$ cat config.mk
export PLATFORM = sky130hd
export DESIGN_NAME = axilite_rrarbiter
export DESIGN_NICKNAME = d
export VERILOG_FILES = /design/src/rtl/axilite_rrarbiter.sv
export SDC_FILE = /design/constraint.sdc
export NUM_CORES = 1
export LEC_CHECK = 0
export BUFFER_PORTS_ARGS = -buffer_cell sky130_fd_sc_hd__buf_2
export CAP_MARGIN = 20
export CORE_AREA = 8 8 172 174
export DETAILED_ROUTE_END_ITERATION = 8
export DIE_AREA = 0 0 180 182
export PLACE_DENSITY = 0.32
export SYNTH_ARGS = -nofsm -noshare
export SYNTH_HDL_FRONTEND = slang
export SYNTH_SLANG_ARGS = --single-unit
$ cat constraint.sdc
create_clock -name ACLK -period 2.1 [get_ports ACLK]
set_input_delay 0.105 -clock ACLK [delete_from_list [all_inputs] [get_ports ACLK]]
set_output_delay 0.105 -clock ACLK [all_outputs]
set_load 0.01 [all_outputs]
$ cat src/rtl/axilite_rrarbiter.sv
// Purpose : round-robin share of one AXI-lite master port among NS slave ports;
//           write and read paths arbitrate independently, one transaction each.
// Latency : 1 cycle arbitration in IDLE, then valid/ready/payload pass straight through.
// Backpressure: READY/VALID forwarded combinationally to/from the granted port only;
//           the grant is held until the response handshake completes.
// Ports   : ACLK/ARESET; S_AXI_* packed per-port slave channels (port i at [i*W +: W]);
//           M_AXI_* single master channels. B/R payloads are replicated to every port.
module axilite_rrarbiter #(
   parameter int NS = 2,
   parameter int AW = 32,
   parameter int DW = 32
) (
   input  logic              ACLK,
   input  logic              ARESET,
   // slave write address / data / response
   input  logic [NS-1:0]     S_AXI_AWVALID,
   output logic [NS-1:0]     S_AXI_AWREADY,
   input  logic [NS*AW-1:0]  S_AXI_AWADDR,
   input  logic [NS*3-1:0]   S_AXI_AWPROT,
   input  logic [NS-1:0]     S_AXI_WVALID,
   output logic [NS-1:0]     S_AXI_WREADY,
   input  logic [NS*DW-1:0]  S_AXI_WDATA,
   input  logic [NS*DW/8-1:0] S_AXI_WSTRB,
   output logic [NS-1:0]     S_AXI_BVALID,
   input  logic [NS-1:0]     S_AXI_BREADY,
   output logic [NS*2-1:0]   S_AXI_BRESP,
   // slave read address / data
   input  logic [NS-1:0]     S_AXI_ARVALID,
   output logic [NS-1:0]     S_AXI_ARREADY,
   input  logic [NS*AW-1:0]  S_AXI_ARADDR,
   input  logic [NS*3-1:0]   S_AXI_ARPROT,
   output logic [NS-1:0]     S_AXI_RVALID,
   input  logic [NS-1:0]     S_AXI_RREADY,
   output logic [NS*DW-1:0]  S_AXI_RDATA,
   output logic [NS*2-1:0]   S_AXI_RRESP,
   // master port
   output logic              M_AXI_AWVALID,
   input  logic              M_AXI_AWREADY,
   output logic [AW-1:0]     M_AXI_AWADDR,
   output logic [2:0]        M_AXI_AWPROT,
   output logic              M_AXI_WVALID,
   input  logic              M_AXI_WREADY,
   output logic [DW-1:0]     M_AXI_WDATA,
   output logic [DW/8-1:0]   M_AXI_WSTRB,
   input  logic              M_AXI_BVALID,
   output logic              M_AXI_BREADY,
   input  logic [1:0]        M_AXI_BRESP,
   output logic              M_AXI_ARVALID,
   input  logic              M_AXI_ARREADY,
   output logic [AW-1:0]     M_AXI_ARADDR,
   output logic [2:0]        M_AXI_ARPROT,
   input  logic              M_AXI_RVALID,
   output logic              M_AXI_RREADY,
   input  logic [DW-1:0]     M_AXI_RDATA,
   input  logic [1:0]        M_AXI_RRESP
);

   localparam int GW = (NS > 1) ? $clog2(NS) : 1;
   localparam int SW = DW / 8;

   typedef enum logic [1:0] {W_IDLE, W_ACTIVE, W_RESP} wstate_t;
   typedef enum logic [1:0] {R_IDLE, R_ADDR, R_DATA} rstate_t;

   wstate_t       wstate;
   rstate_t       rstate;
   logic [GW-1:0] wgrant, wptr, rgrant, rptr;
   logic          aw_done, w_done;
   logic          aw_hs, w_hs, b_hs, ar_hs, r_hs;

   // Lowest requester at or above ptr; if none, wrap to the lowest requester overall.
   function automatic logic [GW-1:0] rr_pick(input logic [NS-1:0] req, input logic [GW-1:0] ptr);
      logic [GW-1:0] lo, hi;
      logic          hi_found;
      lo       = '0;
      hi       = '0;
      hi_found = 1'b0;
      for (int i = NS - 1; i >= 0; i--) begin
         if (req[i]) begin
            lo = GW'(i);
            if (GW'(i) >= ptr) begin
               hi       = GW'(i);
               hi_found = 1'b1;
            end
         end
      end
      return hi_found ? hi : lo;
   endfunction

   function automatic logic [GW-1:0] rr_next(input logic [GW-1:0] g);
      return (g == GW'(NS - 1)) ? '0 : g + GW'(1);
   endfunction

   assign S_AXI_BRESP = {NS{M_AXI_BRESP}};
   assign S_AXI_RDATA = {NS{M_AXI_RDATA}};
   assign S_AXI_RRESP = {NS{M_AXI_RRESP}};

   // Routing: payloads always follow the grant; handshake signals only in the
   // state that owns that channel, so strays on the master side are held off.
   always_comb begin
      M_AXI_AWVALID = 1'b0;
      M_AXI_WVALID  = 1'b0;
      M_AXI_BREADY  = 1'b0;
      M_AXI_ARVALID = 1'b0;
      M_AXI_RREADY  = 1'b0;
      S_AXI_AWREADY = '0;
      S_AXI_WREADY  = '0;
      S_AXI_BVALID  = '0;
      S_AXI_ARREADY = '0;
      S_AXI_RVALID  = '0;
      M_AXI_AWADDR  = S_AXI_AWADDR[AW-1:0];
      M_AXI_AWPROT  = S_AXI_AWPROT[2:0];
      M_AXI_WDATA   = S_AXI_WDATA[DW-1:0];
      M_AXI_WSTRB   = S_AXI_WSTRB[SW-1:0];
      M_AXI_ARADDR  = S_AXI_ARADDR[AW-1:0];
      M_AXI_ARPROT  = S_AXI_ARPROT[2:0];
      for (int i = 0; i < NS; i++) begin
         if (wgrant == GW'(i)) begin
            M_AXI_AWADDR = S_AXI_AWADDR[i*AW +: AW];
            M_AXI_AWPROT = S_AXI_AWPROT[i*3 +: 3];
            M_AXI_WDATA  = S_AXI_WDATA[i*DW +: DW];
            M_AXI_WSTRB  = S_AXI_WSTRB[i*SW +: SW];
            if (wstate == W_ACTIVE) begin
               M_AXI_AWVALID    = S_AXI_AWVALID[i] & ~aw_done;
               S_AXI_AWREADY[i] = M_AXI_AWREADY & ~aw_done;
               M_AXI_WVALID     = S_AXI_WVALID[i] & ~w_done;
               S_AXI_WREADY[i]  = M_AXI_WREADY & ~w_done;
            end
            if (wstate == W_RESP) begin
               S_AXI_BVALID[i] = M_AXI_BVALID;
               M_AXI_BREADY    = S_AXI_BREADY[i];
            end
         end
         if (rgrant == GW'(i)) begin
            M_AXI_ARADDR = S_AXI_ARADDR[i*AW +: AW];
            M_AXI_ARPROT = S_AXI_ARPROT[i*3 +: 3];
            if (rstate == R_ADDR) begin
               M_AXI_ARVALID    = S_AXI_ARVALID[i];
               S_AXI_ARREADY[i] = M_AXI_ARREADY;
            end
            if (rstate == R_DATA) begin
               S_AXI_RVALID[i] = M_AXI_RVALID;
               M_AXI_RREADY    = S_AXI_RREADY[i];
            end
         end
      end
   end

   assign aw_hs = M_AXI_AWVALID & M_AXI_AWREADY;
   assign w_hs  = M_AXI_WVALID & M_AXI_WREADY;
   assign b_hs  = M_AXI_BVALID & M_AXI_BREADY;
   assign ar_hs = M_AXI_ARVALID & M_AXI_ARREADY;
   assign r_hs  = M_AXI_RVALID & M_AXI_RREADY;

   always_ff @(posedge ACLK or posedge ARESET) begin
      if (ARESET) begin
         wstate  <= W_IDLE;
         wgrant  <= '0;
         wptr    <= '0;
         aw_done <= 1'b0;
         w_done  <= 1'b0;
      end else begin
         case (wstate)
            W_IDLE: begin
               // Only AWVALID opens a write; a lone WVALID waits.
               if (|S_AXI_AWVALID) begin
                  wgrant <= rr_pick(S_AXI_AWVALID, wptr);
                  wstate <= W_ACTIVE;
               end
            end
            W_ACTIVE: begin
               // AW and W complete independently, in either order or together.
               if ((aw_done | aw_hs) && (w_done | w_hs)) begin
                  wstate  <= W_RESP;
                  aw_done <= 1'b0;
                  w_done  <= 1'b0;
               end else begin
                  if (aw_hs) aw_done <= 1'b1;
                  if (w_hs)  w_done  <= 1'b1;
               end
            end
            W_RESP: begin
               if (b_hs) begin
                  wstate <= W_IDLE;
                  wptr   <= rr_next(wgrant);
               end
            end
            default: wstate <= W_IDLE;
         endcase
      end
   end

   always_ff @(posedge ACLK or posedge ARESET) begin
      if (ARESET) begin
         rstate <= R_IDLE;
         rgrant <= '0;
         rptr   <= '0;
      end else begin
         case (rstate)
            R_IDLE: begin
               if (|S_AXI_ARVALID) begin
                  rgrant <= rr_pick(S_AXI_ARVALID, rptr);
                  rstate <= R_ADDR;
               end
            end
            R_ADDR: if (ar_hs) rstate <= R_DATA;
            R_DATA: begin
               if (r_hs) begin
                  rstate <= R_IDLE;
                  rptr   <= rr_next(rgrant);
               end
            end
            default: rstate <= R_IDLE;
         endcase
      end
   end

endmodule

# After elaboration in Yosys (flattened, before gate mapping)
# Cells that the tools add are included.
[totals] ff_bits=10 input_bits=265 out_inout_bits=193 wordCells=131
[classes] n_addsub=2 n_lt_le_gt_ge=4 n_eq_ne=10 n_mux=77 bitwise_logic=15 reduce_logical=15
[op_table] operator="two-way mux 32 bit" count=3
[op_table] operator="two-way mux 1 bit" count=63
[op_table] operator="two-way mux 2 bit" count=6
[op_table] operator="case mux 2 bit (3 select lines)" count=2
[op_table] operator="AND reduction 2 bit" count=6
[op_table] operator="bitwise AND 1 bit" count=11
[op_table] operator="inequality test 2 bit (second input constant)" count=5
[op_table] operator="two-way mux 3 bit" count=2
[op_table] operator="AND reduction 3 bit" count=2
[op_table] operator="== test 2 x 1 -> 1 bit (second input constant)" count=2
[op_table] operator="== test 2 bit (second input constant)" count=2
[op_table] operator=">= comparator 1 bit (first input constant)" count=4
[op_table] operator="zero test 2 bit" count=2
[op_table] operator="two-way mux 4 bit" count=1
[op_table] operator="nonzero test 2 bit" count=2
[op_table] operator="OR reduction 2 bit" count=2
[op_table] operator="adder 1 bit (second input constant)" count=2
[op_table] operator="inequality test 2 x 1 -> 1 bit (second input constant)" count=1
[op_table] operator="inverter 1 bit" count=2
[op_table] operator="OR 1 bit" count=2
[op_table] operator="logical AND 1 bit" count=1

# Depth between registers and ports, before layout
# Gate-level depths: netlist of run 1.
[depth] ltp_word=11 mapped_depth=5 ltp_nobuf=3

# Worst setup path before layout of run 1
# Ideal clock, no wire load.
[synth_path] path_type="reg2reg" startpoint="reg wgrant" endpoint="reg w_done" setup_ns=0.126 arrival_ns=1.109 t_required_ns=1.974 path_slack_ns=0.865 path_stages_with_launch=5 path_buffers=1 synth_period_minus_slack_ns=1.235 path_cell_list="dfrtp_1 buf_6 mux2_4 and3_4 o32a_1"
[synth_via] elab_chain_cells=8 elab_cells_between_ends=14 classes_between="7 x mux; 4 x bitwise; 3 x reduce/logical"
[synth_lines] item="start: declaration" line="66" rtl="logic [GW-1:0] wgrant, wptr, rgrant, rptr;"
[synth_lines] item="start signal: assignment" line="166" rtl="wgrant <= rr_pick(S_AXI_AWVALID, wptr);"
[synth_lines] item="two-way mux 1 bit" line="117" rtl="if (wgrant == GW'(i)) begin"
[synth_lines] item="two-way mux 1 bit" line="122" rtl="if (wstate == W_ACTIVE) begin"
[synth_lines] item="two-way mux 1 bit" line="117"
[synth_lines] item="bitwise AND 1 bit (on tied branches)" line="148, 149"
[synth_lines] item="OR 1 bit" line="172" rtl="if ((aw_done | aw_hs) && (w_done | w_hs)) begin"
[synth_lines] item="logical AND 1 bit" line="172"
[synth_lines] item="nonzero test 2 bit (no source line)"
[synth_lines] item="AND reduction 2 bit (no source line)"
[synth_lines] item="end signal: assignment" line="160" rtl="w_done <= 1'b0;"
[synth_lines] item="end signal: assignment" line="175" rtl="w_done <= 1'b0;"
[synth_lines] item="end signal: assignment" line="178" rtl="if (w_hs) w_done <= 1'b1;"
[synth_lines] item="end: declaration" line="67" rtl="logic aw_done, w_done;"
# Several ways; a longest one is shown, not always the timed one.
# A chain may end at the register's enable or synchronous reset.

# Worst setup path in the final report of run 1
[layout_path] startpoint="reg wgrant" endpoint="out M_AXI_AWADDR[11]"
[layout_via] elab_chain_cells=1
[layout_lines] item="two-way mux 32 bit" line="117"
[layout_lines] item="end: declaration" line="39" rtl="output logic [AW-1:0] M_AXI_AWADDR,"
# Every way passes these cells.

==> impl_table.tex, run 1 <==
\begin{tabular}{lr}
\hline
Metric & Value \\
\hline
\multicolumn{2}{l}{\textbf{Clock tree}} \\
Clk Latency, worst-skew pair & around 0.24 ns \\
Postcts setup bufs & 0 \\
Clock-pin slew reported for the worst setup and hold paths after clock tree synthesis & 0.04 ns \\
Clk sink count & 10 \\
TritonCTS clock tree & yes \\
Worst-case clock buffer depth & 2 \\
Root buf cell & clkbuf\_16 \\
Number of buffers added by the clock tree synthesis step & 3 \\
Total number of H-tree levels & 1 \\
\multicolumn{2}{l}{\textbf{STA}} \\
Transition time of the tightest slew-check pin & 0.5124 ns \\
Slew Limit Headroom & 0.6580 \\
Final hold violation count & 0 \\
Part of the cycle the worst path needs & 0.8790 \\
Minimum clock period & approximately 1.8 ns \\
Max Transition Viols Final & 0 \\
Final setup vio count & 0 \\
Accumulated negative setup slack & 0 ns \\
PnR worst setup slack & between 0.2 and 0.3 ns \\
Achievable Freq & 0.5417 GHz \\
Worst clock skew & approximately 0.00033 ns \\
RSZ-0062 raised after global routing & false \\
\multicolumn{2}{l}{\textbf{Finish}} \\
Post-synthesis to final-layout area growth & 68.52\% \\
Final core utilization & 0.1576 \\
Layout fillers & 3,062 \\
Proportion of layout cells with a drive suffix above 1 & 0.8743 \\
Reg area & between 200 and 300 µm² \\
ANT cells & 0 \\
Multi-input logic area & between 1500 and 2000 µm² \\
Number of standard cells in the final layout excluding fillers & just under 900 \\
Total Nets Final & 807 \\
\multicolumn{2}{l}{\textbf{Drt}} \\
Per-cell via count in the routed design & 3.502 \\
Initial DRT Pass Iterations & 4 \\
Detailed Route WL & between 15 and 20 mm \\
Number of vias after detailed routing & just over 3,000 \\
Drt wl/cell & between 15 and 20 µm \\
Remaining antenna violation count after routing & 0 \\
Count of routing violations after the opening detailed-route iteration & 72 \\
Number of remaining DRC errors & 0 \\
\multicolumn{2}{l}{\textbf{Power and ir drop}} \\
Design Power & just under 0.004 W \\
Pwr Density & 947.4 nW/µm² \\
Leakage Power & around 2.2 nW \\
Combinational Power Share & 0.779 \\
Fraction of power consumed by sequential logic & 0.125 \\
Internal Power & 0.002221 W \\
Clock network power share & 0.096 \\
Share of total power consumed by net switching & 0.4419 \\
Max IR drop VDD & between 0.3 and 0.4 mV \\
Switch Pwr & 0.001758 W \\
\multicolumn{2}{l}{\textbf{Worst setup path}} \\
Worst Path Max Fanout & 33 \\
Critical path data arrival time & between 1.5 and 2 ns \\
Crit path launch type & flip-flop \\
Data required time of the critical path & roughly 2 ns \\
Kind of end point of the critical path & output port \\
Critical path type & reg2out \\
\multicolumn{2}{l}{\textbf{Outcome}} \\
Outcome & finished, final reports clean \\
\multicolumn{2}{l}{\textbf{Floorplan}} \\
Total die area & 32,760 µm² \\
Initial Utilization & 0.09352 \\
DIE HEIGHT & around 180 µm \\
Num rows & 60 \\
Die X-Extent & between 150 and 200 µm \\
Area of the placeable core & between 20,000 and 30,000 µm² \\
Num ports & approximately 460 \\
\multicolumn{2}{l}{\textbf{Synthesis}} \\
Seq/Total Area, Yosys & 0.1004 \\
Gate Count Post-Synth & $\sim$270 \\
Synthesized flop and latch total & 10 \\
Async set-or-reset flop fraction in the synthesized netlist & 1.000 \\
Count of different cell masters after synthesis & 27 \\
Dominant synthesized flop cell & dfrtp\_1 \\
Post-Syn Area per Cell & roughly 9.3 µm² \\
Total number of yosys warnings & 0 \\
Netlist Area Pre-Place & approximately 2500 µm² \\
Synth Net Count & approximately 530 \\
Number of synthesized flops with an enable pin & 0 \\
\multicolumn{2}{l}{\textbf{Placement}} \\
Place WS & 0.4815 ns \\
DP Cell Count & $\sim$880 \\
Number of buffer cells added on primary ports & approximately 350 \\
Placer Congestion & around 0.86 \\
DPL Wire Length & approximately 15 mm \\
\multicolumn{2}{l}{\textbf{Run}} \\
Count of max-cap constraint violations & 0 \\
\multicolumn{2}{l}{\textbf{Global routing}} \\
GRT Resource Usage Total & 0.08899 \\
Largest net degree at the start of global routing & 34 \\
Initial antenna violation count & 3 \\
Number of global-route vias before repair & approximately 3,500 \\
Sum of overflow across all layers after global routing & 0 \\
Wire length of the first global-routing pass & around 22 mm \\
\multicolumn{2}{l}{\textbf{Worst hold path}} \\
Class of the tightest hold or removal check & in2reg \\
\hline
\end{tabular}
==> power groups by stage <==
stage          registers [W]  clock network [W]  logic [W]
6_report            0.000496           0.000383    0.00310
5_1_grt             0.000529           0.000417    0.00336
4_1_cts             0.000503           0.000408    0.00317
3_5_place_dp        0.000507                  0    0.00316
3_3_place_gp        0.000505                  0    0.00318
2_1_floorplan       0.000313                  0    0.00221
==> through the flow <==
stage          hold slack, ns  cell area [µm²]
2_1_floorplan        -0.05482             2492
5_1_grt               0.09016             4200
3_5_place_dp           0.1879             4101
6_report              0.08938             4200
3_3_place_gp           0.1871             4101
4_1_cts               0.07410             4200
==> cells in the mapped netlist, types with 3 or more instances <==
cell     instances  area share
nand2_1          4      0.0060
a21oi_1          3      0.0060
dfrtp_1         10        0.10
nor2b_1          3      0.0075
buf_2           12       0.024
a31oi_1          6       0.015
buf_4           74        0.22
and3_1           5       0.013
nor3_1           6       0.012
and2_1           3      0.0075
o21ai_0          4      0.0080
nor2_1           8       0.012
mux2_2         108        0.49
inv_1            5      0.0075
==> cell type report <==
cell class / instances / share of cell area
tap: 341 / 0.1016
inverter: 5 / 0.004468
sequential: 10 / 0.06047
multi-input combinational: 166 / 0.3774
clock buffer: 4 / 0.02115
timing repair buffer: 356 / 0.4349
==> cell usage in the layout (no fill, tap or decap), types with 2 or more instances in the layout <==
cell       netlist  routed
a21oi_1          3       3
a31oi_1          6       6
and2_1           3       3
and3_1           5       5
buf_12           0       2
buf_2           12     349
buf_4           74       4
clkbuf_16        0       3
dfrtp_1         10       9
inv_1            5       5
mux2_2         108     108
mux2_4           2       2
mux2i_1          2       2
nand2_1          4       4
nand3b_1         2       2
nor2_1           8       8
nor2b_1          3       3
nor3_1           6       6
nor3b_1          2       2
o21ai_0          4       4
==> cells by family (layout without fill, tap and decap cells) <==
group	Yosys count	after routing	share of synthesized area
AOI/OAI and AO/OA	18	18	0.04619
buffers and inverters	93	365	0.2636
DFF	10	10	0.1004
muxes	112	112	0.5080
and+or+nand+nor	36	36	0.08183
==> path summary, 6_finish.rpt <==
| check | startpoint | endpoint | slack [ns] | cells past startpoint |
|---|---|---|---|---|
| worst max-delay path | wgrant$_DFFE_PP0P_ | M_AXI_AWADDR[11] | 0.25 | 3 |
| worst min-delay path | S_AXI_ARVALID[0] | rgrant$_DFFE_PP0P_ | 0.09 | 2 |
| worst max register to register | wgrant$_DFFE_PP0P_ | wstate[1]$_DFFE_PP0P_ | 0.53 | 3 |
| worst min register to register | w_done$_DFFE_PP0P_ | w_done$_DFFE_PP0P_ | 0.56 | 1 |
| max in group asynchronous | ARESET | wgrant$_DFFE_PP0P_ | 1.25 | 3 |
| min in group asynchronous | ARESET | w_done$_DFFE_PP0P_ | 0.47 | 3 |
==> layer usage <==
layer / part of all wire / routed length (µm) / global-route usage
met1: 0.32 / 5132 / 0.07612
met2: 0.51 / 8150 / 0.1700
met3: 0.12 / 1882 / 0.04711
met4: 0.042 / 671 / 0.03768
met5: 0 / 0 / 0
==> sequential cells by signal (all words and copies together), names as in the netlist <==
register,flops
wptr,1
wstate,2
rptr,1
aw_done,1
rgrant,1
w_done,1
rstate,2
wgrant,1
==> what timing repair did <==
action / in CTS / in global routing
gates resized for setup: 0 / 0
endpoints found under the hold margin: 10 / 0
setup endpoints to repair: 0 / 0
hold buffers: 1 / 0
==> critical path, stage by stage (launching register included) <==
cell     delay, ns
dfrtp_4       0.71
buf_12        0.25
mux2_2        0.37
buf_2         0.14
Note: power is estimated with default switching activity, not from simulation.
==> inputs of run 2 (changes only) <==
CORE_AREA = 8 8 173 175   (was 8 8 172 174)
CTS_BUF_LIST = sky130_fd_sc_hd__clkbuf_8   (was default)
DIE_AREA = 0 0 181 183   (was 0 0 180 182)
clock period = 1.7 ns   (was 2.1 ns; I/O delays follow)
==> run 2 against run 1 <==
Effect of this change: register-to-register slack got worse by 0.21 ns; non-clock buffer count rose by 1; cell count rose by 0.79%; core utilization fell by 0.37 points; count of clock-buffer cells in the layout did not move; largest cell class unchanged; largest power group unchanged; highest routed layer unchanged.
==> impl_table.tex, run 2 (synthesized netlist as in run 1, its figures left out) <==
\begin{tabular}{lr}
\hline
Metric & Value \\
\hline
\multicolumn{2}{l}{\textbf{Outcome}} \\
Outcome & finished, final reports clean \\
\multicolumn{2}{l}{\textbf{Clock tree}} \\
Root buf cell & clkbuf\_8 \\
Total number of H-tree levels & 1 \\
Number of buffers added by the clock tree synthesis step & 3 \\
Clock-pin slew reported for the worst setup and hold paths after clock tree synthesis & about 0.060 ns \\
Worst-case clock buffer depth & 2 \\
Clk sink count & 10 \\
Clk Latency, worst-skew pair & roughly 0.25 ns \\
TritonCTS clock tree & yes \\
\multicolumn{2}{l}{\textbf{STA}} \\
Slew Limit Headroom & 0.6434 \\
Final setup vio count & 0 \\
Part of the cycle the worst path needs & 0.9595 \\
Worst hold slack & about 0.055 ns \\
Minimum clock period & around 1.6 ns \\
RSZ-0062 raised after global routing & false \\
Final hold violation count & 0 \\
Max Transition Viols Final & 0 \\
Accumulated negative setup slack & 0 ns \\
Achievable Freq & roughly 0.61 GHz \\
Transition time of the tightest slew-check pin & 0.5343 ns \\
Worst clock skew & 0.0009030 ns \\
PnR worst setup slack & a little under 0.07 ns \\
\multicolumn{2}{l}{\textbf{Run}} \\
Count of max-cap constraint violations & 0 \\
\multicolumn{2}{l}{\textbf{Drt}} \\
Per-cell via count in the routed design & $\sim$3.5 \\
Number of vias after detailed routing & $\sim$3,100 \\
Initial DRT Pass Iterations & 6 \\
Remaining antenna violation count after routing & 0 \\
Number of remaining DRC errors & 0 \\
Detailed Route WL & roughly 16 mm \\
Count of routing violations after the opening detailed-route iteration & 99 \\
Drt wl/cell & between 15 and 20 µm \\
\multicolumn{2}{l}{\textbf{Floorplan}} \\
Initial Utilization & 0.09122 \\
DIE HEIGHT & approximately 180 µm \\
Num rows & between 60 and 70 \\
Die X-Extent & between 150 and 200 µm \\
Total die area & roughly 33,000 µm² \\
Area of the placeable core & 27,320 µm² \\
Num ports & 458 \\
\multicolumn{2}{l}{\textbf{Finish}} \\
Total Nets Final & around 800 \\
Proportion of layout cells with a drive suffix above 1 & 0.8764 \\
Leading cell types in the layout, fill and taps excluded & buf\_2 (349), mux2\_2 (108), nor2\_1 (8), dfrtp\_1 (8) \\
Largest registers & rstate x2, wstate x2 \\
Post-synthesis to final-layout area growth & 68.67\% \\
Most common library cell in the layout ignoring fill and taps & buf\_2 \\
\multicolumn{2}{l}{\textbf{Worst setup path}} \\
Critical path launch point & wgrant\$\_DFFE\_PP0P\_ \\
Worst Path Max Fanout & 38 \\
Critical path type & reg2out \\
Crit path launch type & flip-flop \\
Capture point of the worst path & M\_AXI\_AWADDR[7] \\
Data required time of the critical path & approximately 1.6 ns \\
Worst Reg2Reg Path Length in Cells & 3 \\
Critical R2R Capture & w\_done\$\_DFFE\_PP0P\_ \\
Critical path data arrival time & between 1.5 and 2 ns \\
Kind of end point of the critical path & output port \\
Origin of the critical flop-to-flop path & wgrant\$\_DFFE\_PP0P\_ \\
Minimum setup slack among reg-to-reg paths & roughly 0.32 ns \\
\multicolumn{2}{l}{\textbf{Power and ir drop}} \\
Pwr Density & approximately 1200 nW/µm² \\
Design Power & around 0.0049 W \\
Leakage Power & $\sim$2.2 nW \\
Max IR drop VDD & $\sim$0.42 mV \\
\multicolumn{2}{l}{\textbf{Global routing}} \\
Number of global-route vias before repair & between 3,000 and 4,000 \\
Sum of overflow across all layers after global routing & 0 \\
Initial antenna violation count & 3 \\
Wire length of the first global-routing pass & approximately 22 mm \\
GRT Resource Usage Total & 0.08809 \\
Largest net degree at the start of global routing & 39 \\
\multicolumn{2}{l}{\textbf{Placement}} \\
DPL Wire Length & approximately 15 mm \\
Place WS & about 0.25 ns \\
Placer Congestion & about 0.87 \\
Number of buffer cells added on primary ports & roughly 350 \\
\multicolumn{2}{l}{\textbf{Worst hold path}} \\
Class of the tightest hold or removal check & in2reg \\
\hline
\end{tabular}
[run 2: changes by cell type in the layout (fill, tap and decap cells not counted)]
cell,previous run,this run
dfrtp_2,0,1
dfrtp_1,9,8
clkbuf_8,1,4
clkbuf_16,3,0
buf_16,0,1
diode_2,0,1
[run 2: repair_timing]
item,CTS,global route
hold buffers,1,0
endpoints found under the hold margin,10,0
setup endpoints to repair,22,1
gates resized for setup,1,1
setup buffers,4,0
[run 2: worst max-delay path: stages, from the launching register on]
cell and delay, ns:
dfrtp_4 0.52, buf_16 0.23, mux2_2 0.38, buf_2 0.15
[run 2: final cells by class]
class | count | area (µm²)
diodes | 1 | 2.502
fillers | 3172 | 23120
multi-input cells | 166 | 1585
well taps | 346 | 432.9
repair buffers | 357 | 1854
inverters | 5 | 18.77
clock buffers | 4 | 55.05
flip-flops and latches | 10 | 255.2
[run 2: worst min path at each step]
stage                     start                  end  slack, ns  cells past startpoint
3_5_place_dp             ARESET   rgrant$_DFFE_PP0P_       0.17                      2
6_report       S_AXI_ARVALID[0]   rgrant$_DFFE_PP0P_       0.06                      2
3_3_place_gp             ARESET   rgrant$_DFFE_PP0P_       0.17                      2
4_1_cts        S_AXI_ARVALID[0]   rgrant$_DFFE_PP0P_       0.04                      2
2_1_floorplan            ARESET  aw_done$_DFFE_PP0P_      -0.07                      1
5_1_grt        S_AXI_ARVALID[0]   rgrant$_DFFE_PP0P_       0.05                      2
[run 2: layer usage]
metal | track usage | wire [µm] | vias to the layer above
met5 | 0 | 0 | -
met4 | 0.04264 | 745 | 0
met3 | 0.04491 | 1960 | 54
met2 | 0.1553 | 7693 | 273
met1 | 0.08490 | 5440 | 1327
li1 | - | - | 1430
[run 2: per-stage QoR]
stage / util / instance area (µm²) / std cells
2_1_floorplan: - / 2492 / 269
3_3_place_gp: 0.1502 / 4105 / 880
3_5_place_dp: 0.1502 / 4105 / 880
4_1_cts: 0.1538 / 4202 / 889
5_1_grt: 0.1539 / 4204 / 889
6_report: 0.1539 / 4204 / 889
[run 2: where the power goes]
part,switching [W],internal (W)
registers,0.000192,0.000343
logic,0.00189,0.00211
clock network,0.000126,0.000205
total,0.00220,0.00266
==> inputs of run 3 (changes only) <==
ABC_AREA = 1   (was default)
==> run 3 against run 2 <==
Effect of this change: non-clock buffer count increased by 3; synthesized cell count increased by 91%; routed wire length decreased by 2.4%; first-iteration DRC count increased by 71%; sequential share of layout area decreased by 0.11 points; sequential power decreased by 18%; setup slack improved by 0.048 ns; hold slack improved by 0.080 ns.
==> impl_table.tex, run 3 <==
\begin{tabular}{lr}
\hline
Metric & Value \\
\hline
\multicolumn{2}{l}{\textbf{Drt}} \\
Drt wl/cell & between 10 and 15 µm \\
Count of routing violations after the opening detailed-route iteration & 169 \\
Number of vias after detailed routing & between 3,000 and 4,000 \\
Initial DRT Pass Iterations & 4 \\
Per-cell via count in the routed design & $\sim$3.4 \\
Remaining antenna violation count after routing & 0 \\
Detailed Route WL & about 15 mm \\
Number of remaining DRC errors & 0 \\
\multicolumn{2}{l}{\textbf{STA}} \\
Worst clock skew & approximately 0.0006 ns \\
Minimum clock period & 1.583 ns \\
Achievable Freq & $\sim$0.63 GHz \\
Accumulated negative setup slack & 0 ns \\
Part of the cycle the worst path needs & 0.9310 \\
Final setup vio count & 0 \\
Slew Limit Headroom & 0.6878 \\
Final hold violation count & 0 \\
RSZ-0062 raised after global routing & false \\
Max Transition Viols Final & 0 \\
Transition time of the tightest slew-check pin & $\sim$0.47 ns \\
\multicolumn{2}{l}{\textbf{Worst setup path}} \\
Crit path launch type & flip-flop \\
Slowest-stage cell, CP & dfrtp\_2 \\
Critical path type & reg2out \\
Critical Path, Cell by Cell & buf\_12 > nand2\_1 > o21ai\_2 > and3\_1 > buf\_2 \\
CP max stage delay & $\sim$0.4 ns \\
Top cell family by delay on the critical path & buffers and inverters \\
Data required time of the critical path & between 1.5 and 2 ns \\
Worst Path Max Fanout & 80 \\
Critical path data arrival time & about 1.5 ns \\
Count of buffer and inverter cells on the critical path & 2 \\
Kind of end point of the critical path & output port \\
\multicolumn{2}{l}{\textbf{Power and ir drop}} \\
Leakage Power & 2.791 nW \\
Clock network power share & 0.065 \\
Share of total power consumed by net switching & 0.5640 \\
Fraction of power consumed by sequential logic & 0.092 \\
Max IR drop VDD & approximately 0.25 mV \\
Combinational Power Share & 0.843 \\
Internal Power & 0.002082 W \\
Pwr Density & 1133 nW/µm² \\
Switch Pwr & about 0.0027 W \\
\multicolumn{2}{l}{\textbf{Synthesis}} \\
Async set-or-reset flop fraction in the synthesized netlist & 1.000 \\
Dominant synthesized flop cell & dfrtp\_1 \\
Total number of yosys warnings & 0 \\
Synth Net Count & slightly below 800 \\
Netlist Area Pre-Place & 2582 µm² \\
Most common library cells after synthesis & nand2\_1 (344), buf\_4 (87), inv\_1 (21) \\
Biggest area consumer among synthesized cells & nand2\_1 \\
Area share of the leading cell type in the synthesized netlist & 0.5000 \\
Most used standard cell by instance count after synthesis & nand2\_1 \\
Number of synthesized flops with an enable pin & 0 \\
Seq/Total Area, Yosys & 0.09690 \\
Post-Syn Area per Cell & 5.015 µm² \\
Count of different cell masters after synthesis & 23 \\
Gate Count Post-Synth & 515 \\
Top cells by area in the synthesized netlist & nand2\_1 (50\%), buf\_4 (25\%), dfrtp\_1 (9.7\%) \\
Synthesized flop and latch total & 10 \\
\multicolumn{2}{l}{\textbf{Finish}} \\
Total Nets Final & approximately 1,000 \\
Largest registers & rstate x2, wstate x2 \\
Final core utilization & 0.1543 \\
Leading cell types in the layout, fill and taps excluded & buf\_2 (349), nand2\_1 (344), inv\_1 (21), dfrtp\_1 (9), buf\_4 (7) \\
Layout fillers & 3,282 \\
Proportion of layout cells with a drive suffix above 1 & 0.4827 \\
Post-synthesis to final-layout area growth & 63.23\% \\
Most common library cell in the layout ignoring fill and taps & buf\_2 \\
\multicolumn{2}{l}{\textbf{Clock tree}} \\
Clk Latency, worst-skew pair & about 0.24 ns \\
Clock-pin slew reported for the worst setup and hold paths after clock tree synthesis & 0.06 ns \\
Worst-case clock buffer depth & 2 \\
Number of buffers added by the clock tree synthesis step & 3 \\
Clk sink count & 10 \\
Postcts setup bufs & 0 \\
Total number of H-tree levels & 1 \\
TritonCTS clock tree & yes \\
Root buf cell & clkbuf\_8 \\
\multicolumn{2}{l}{\textbf{Global routing}} \\
Sum of overflow across all layers after global routing & 0 \\
Initial antenna violation count & 1 \\
GRT Resource Usage Total & 0.08487 \\
Number of global-route vias before repair & between 3,000 and 4,000 \\
Met2 demand-to-capacity share in global routing & 0.1539 \\
Wire length of the first global-routing pass & 22.39 mm \\
Largest net degree at the start of global routing & 81 \\
Met1 usage in global routing & 0.08868 \\
Global-route layer with the greatest usage & met2 \\
Global routing usage on met3 & 0.03502 \\
\multicolumn{2}{l}{\textbf{Placement}} \\
Placer Congestion & $\sim$0.80 \\
DPL Wire Length & around 14 mm \\
Number of buffer cells added on primary ports & 349 \\
\multicolumn{2}{l}{\textbf{Outcome}} \\
Outcome & finished, final reports clean \\
\multicolumn{2}{l}{\textbf{Floorplan}} \\
Die X-Extent & 181 µm \\
Total die area & about 33,000 µm² \\
Num rows & 61 \\
Area of the placeable core & about 27,000 µm² \\
Initial Utilization & 0.09451 \\
DIE HEIGHT & between 150 and 200 µm \\
Num ports & approximately 460 \\
\multicolumn{2}{l}{\textbf{Run}} \\
Count of max-cap constraint violations & 0 \\
\multicolumn{2}{l}{\textbf{Worst hold path}} \\
Class of the tightest hold or removal check & in2reg \\
\hline
\end{tabular}
[run 3: routing by layer]
layer | part of all wire | wire length (µm)
met1 | 0.37 | 5730
met2 | 0.51 | 7822
met3 | 0.11 | 1623
met4 | 0.018 | 280
met5 | 0 | 0
[run 3: tightest hold or removal path: stages]
cell      delay (ns)
buf_2           0.10
o211ai_1        0.08
o21ai_0         0.07
[run 3: layout make-up]
class / count / area (µm²) / share of cell area
Sequential cell: 10 / 251.5 / 0.05966
Timing Repair Buffer: 360 / 1869 / 0.4435
Antenna cell: 1 / 2.502 / 0.0005936
Multi-Input combinational cell: 383 / 1511 / 0.3586
Clock buffer: 4 / 55.05 / 0.01306
Tap cell: 346 / 432.9 / 0.1027
Inverter: 24 / 92.59 / 0.02196
[run 3: repair_timing]
| item | in CTS | in global routing |
|---|---|---|
| hold buffers | 1 | 0 |
| endpoints found under the hold margin | 10 | 0 |
| gates resized for setup | 0 | 1 |
| endpoints found under the setup margin | 0 | 1 |
[run 3: path summary, 6_finish.rpt]
path | from | to | slack [ns] | depth (start not counted)
worst max-delay path | wgrant$_DFFE_PP0P_ | M_AXI_AWVALID | 0.12 | 5
worst min-delay path | S_AXI_AWVALID[1] | wgrant$_DFFE_PP0P_ | 0.14 | 3
worst max register to register | wgrant$_DFFE_PP0P_ | wstate[0]$_DFFE_PP0P_ | 0.32 | 8
worst min register to register | rptr$_DFFE_PP0P_ | rptr$_DFFE_PP0P_ | 0.49 | 2
max in group asynchronous | ARESET | wgrant$_DFFE_PP0P_ | 0.94 | 3
min in group asynchronous | ARESET | w_done$_DFFE_PP0P_ | 0.42 | 3
[run 3: cells by family after synthesis]
family	share of synthesized area
flops	0.09690
buf+inv	0.3188
simple gates	0.5538
compound gates	0.03052
[run 3: through the flow]
step / power [W] / hold slack, ns / instance area [µm²] / cells / setup slack [ns]
2_1_floorplan: 0.003025 / -0.07482 / 2582 / 515 / 0.6346
3_3_place_gp: 0.004611 / 0.1450 / 4145 / 1122 / 0.3081
3_5_place_dp: 0.004567 / 0.1449 / 4145 / 1122 / 0.3078
4_1_cts: 0.004912 / 0.1297 / 4210 / 1127 / 0.03021
5_1_grt: 0.005334 / 0.1700 / 4215 / 1128 / 0.007660
6_report: 0.004775 / 0.1356 / 4215 / 1128 / 0.1173
[run 3: power by group through the flow]
stage / clock (W) / sequential (W) / combinational, W
4_1_cts: 0.000331 / 0.000438 / 0.00414
3_5_place_dp: 0 / 0.000439 / 0.00413
6_report: 0.000312 / 0.000440 / 0.00402
2_1_floorplan: 0 / 0.000387 / 0.00264
5_1_grt: 0.000334 / 0.000454 / 0.00455
3_3_place_gp: 0 / 0.000443 / 0.00417
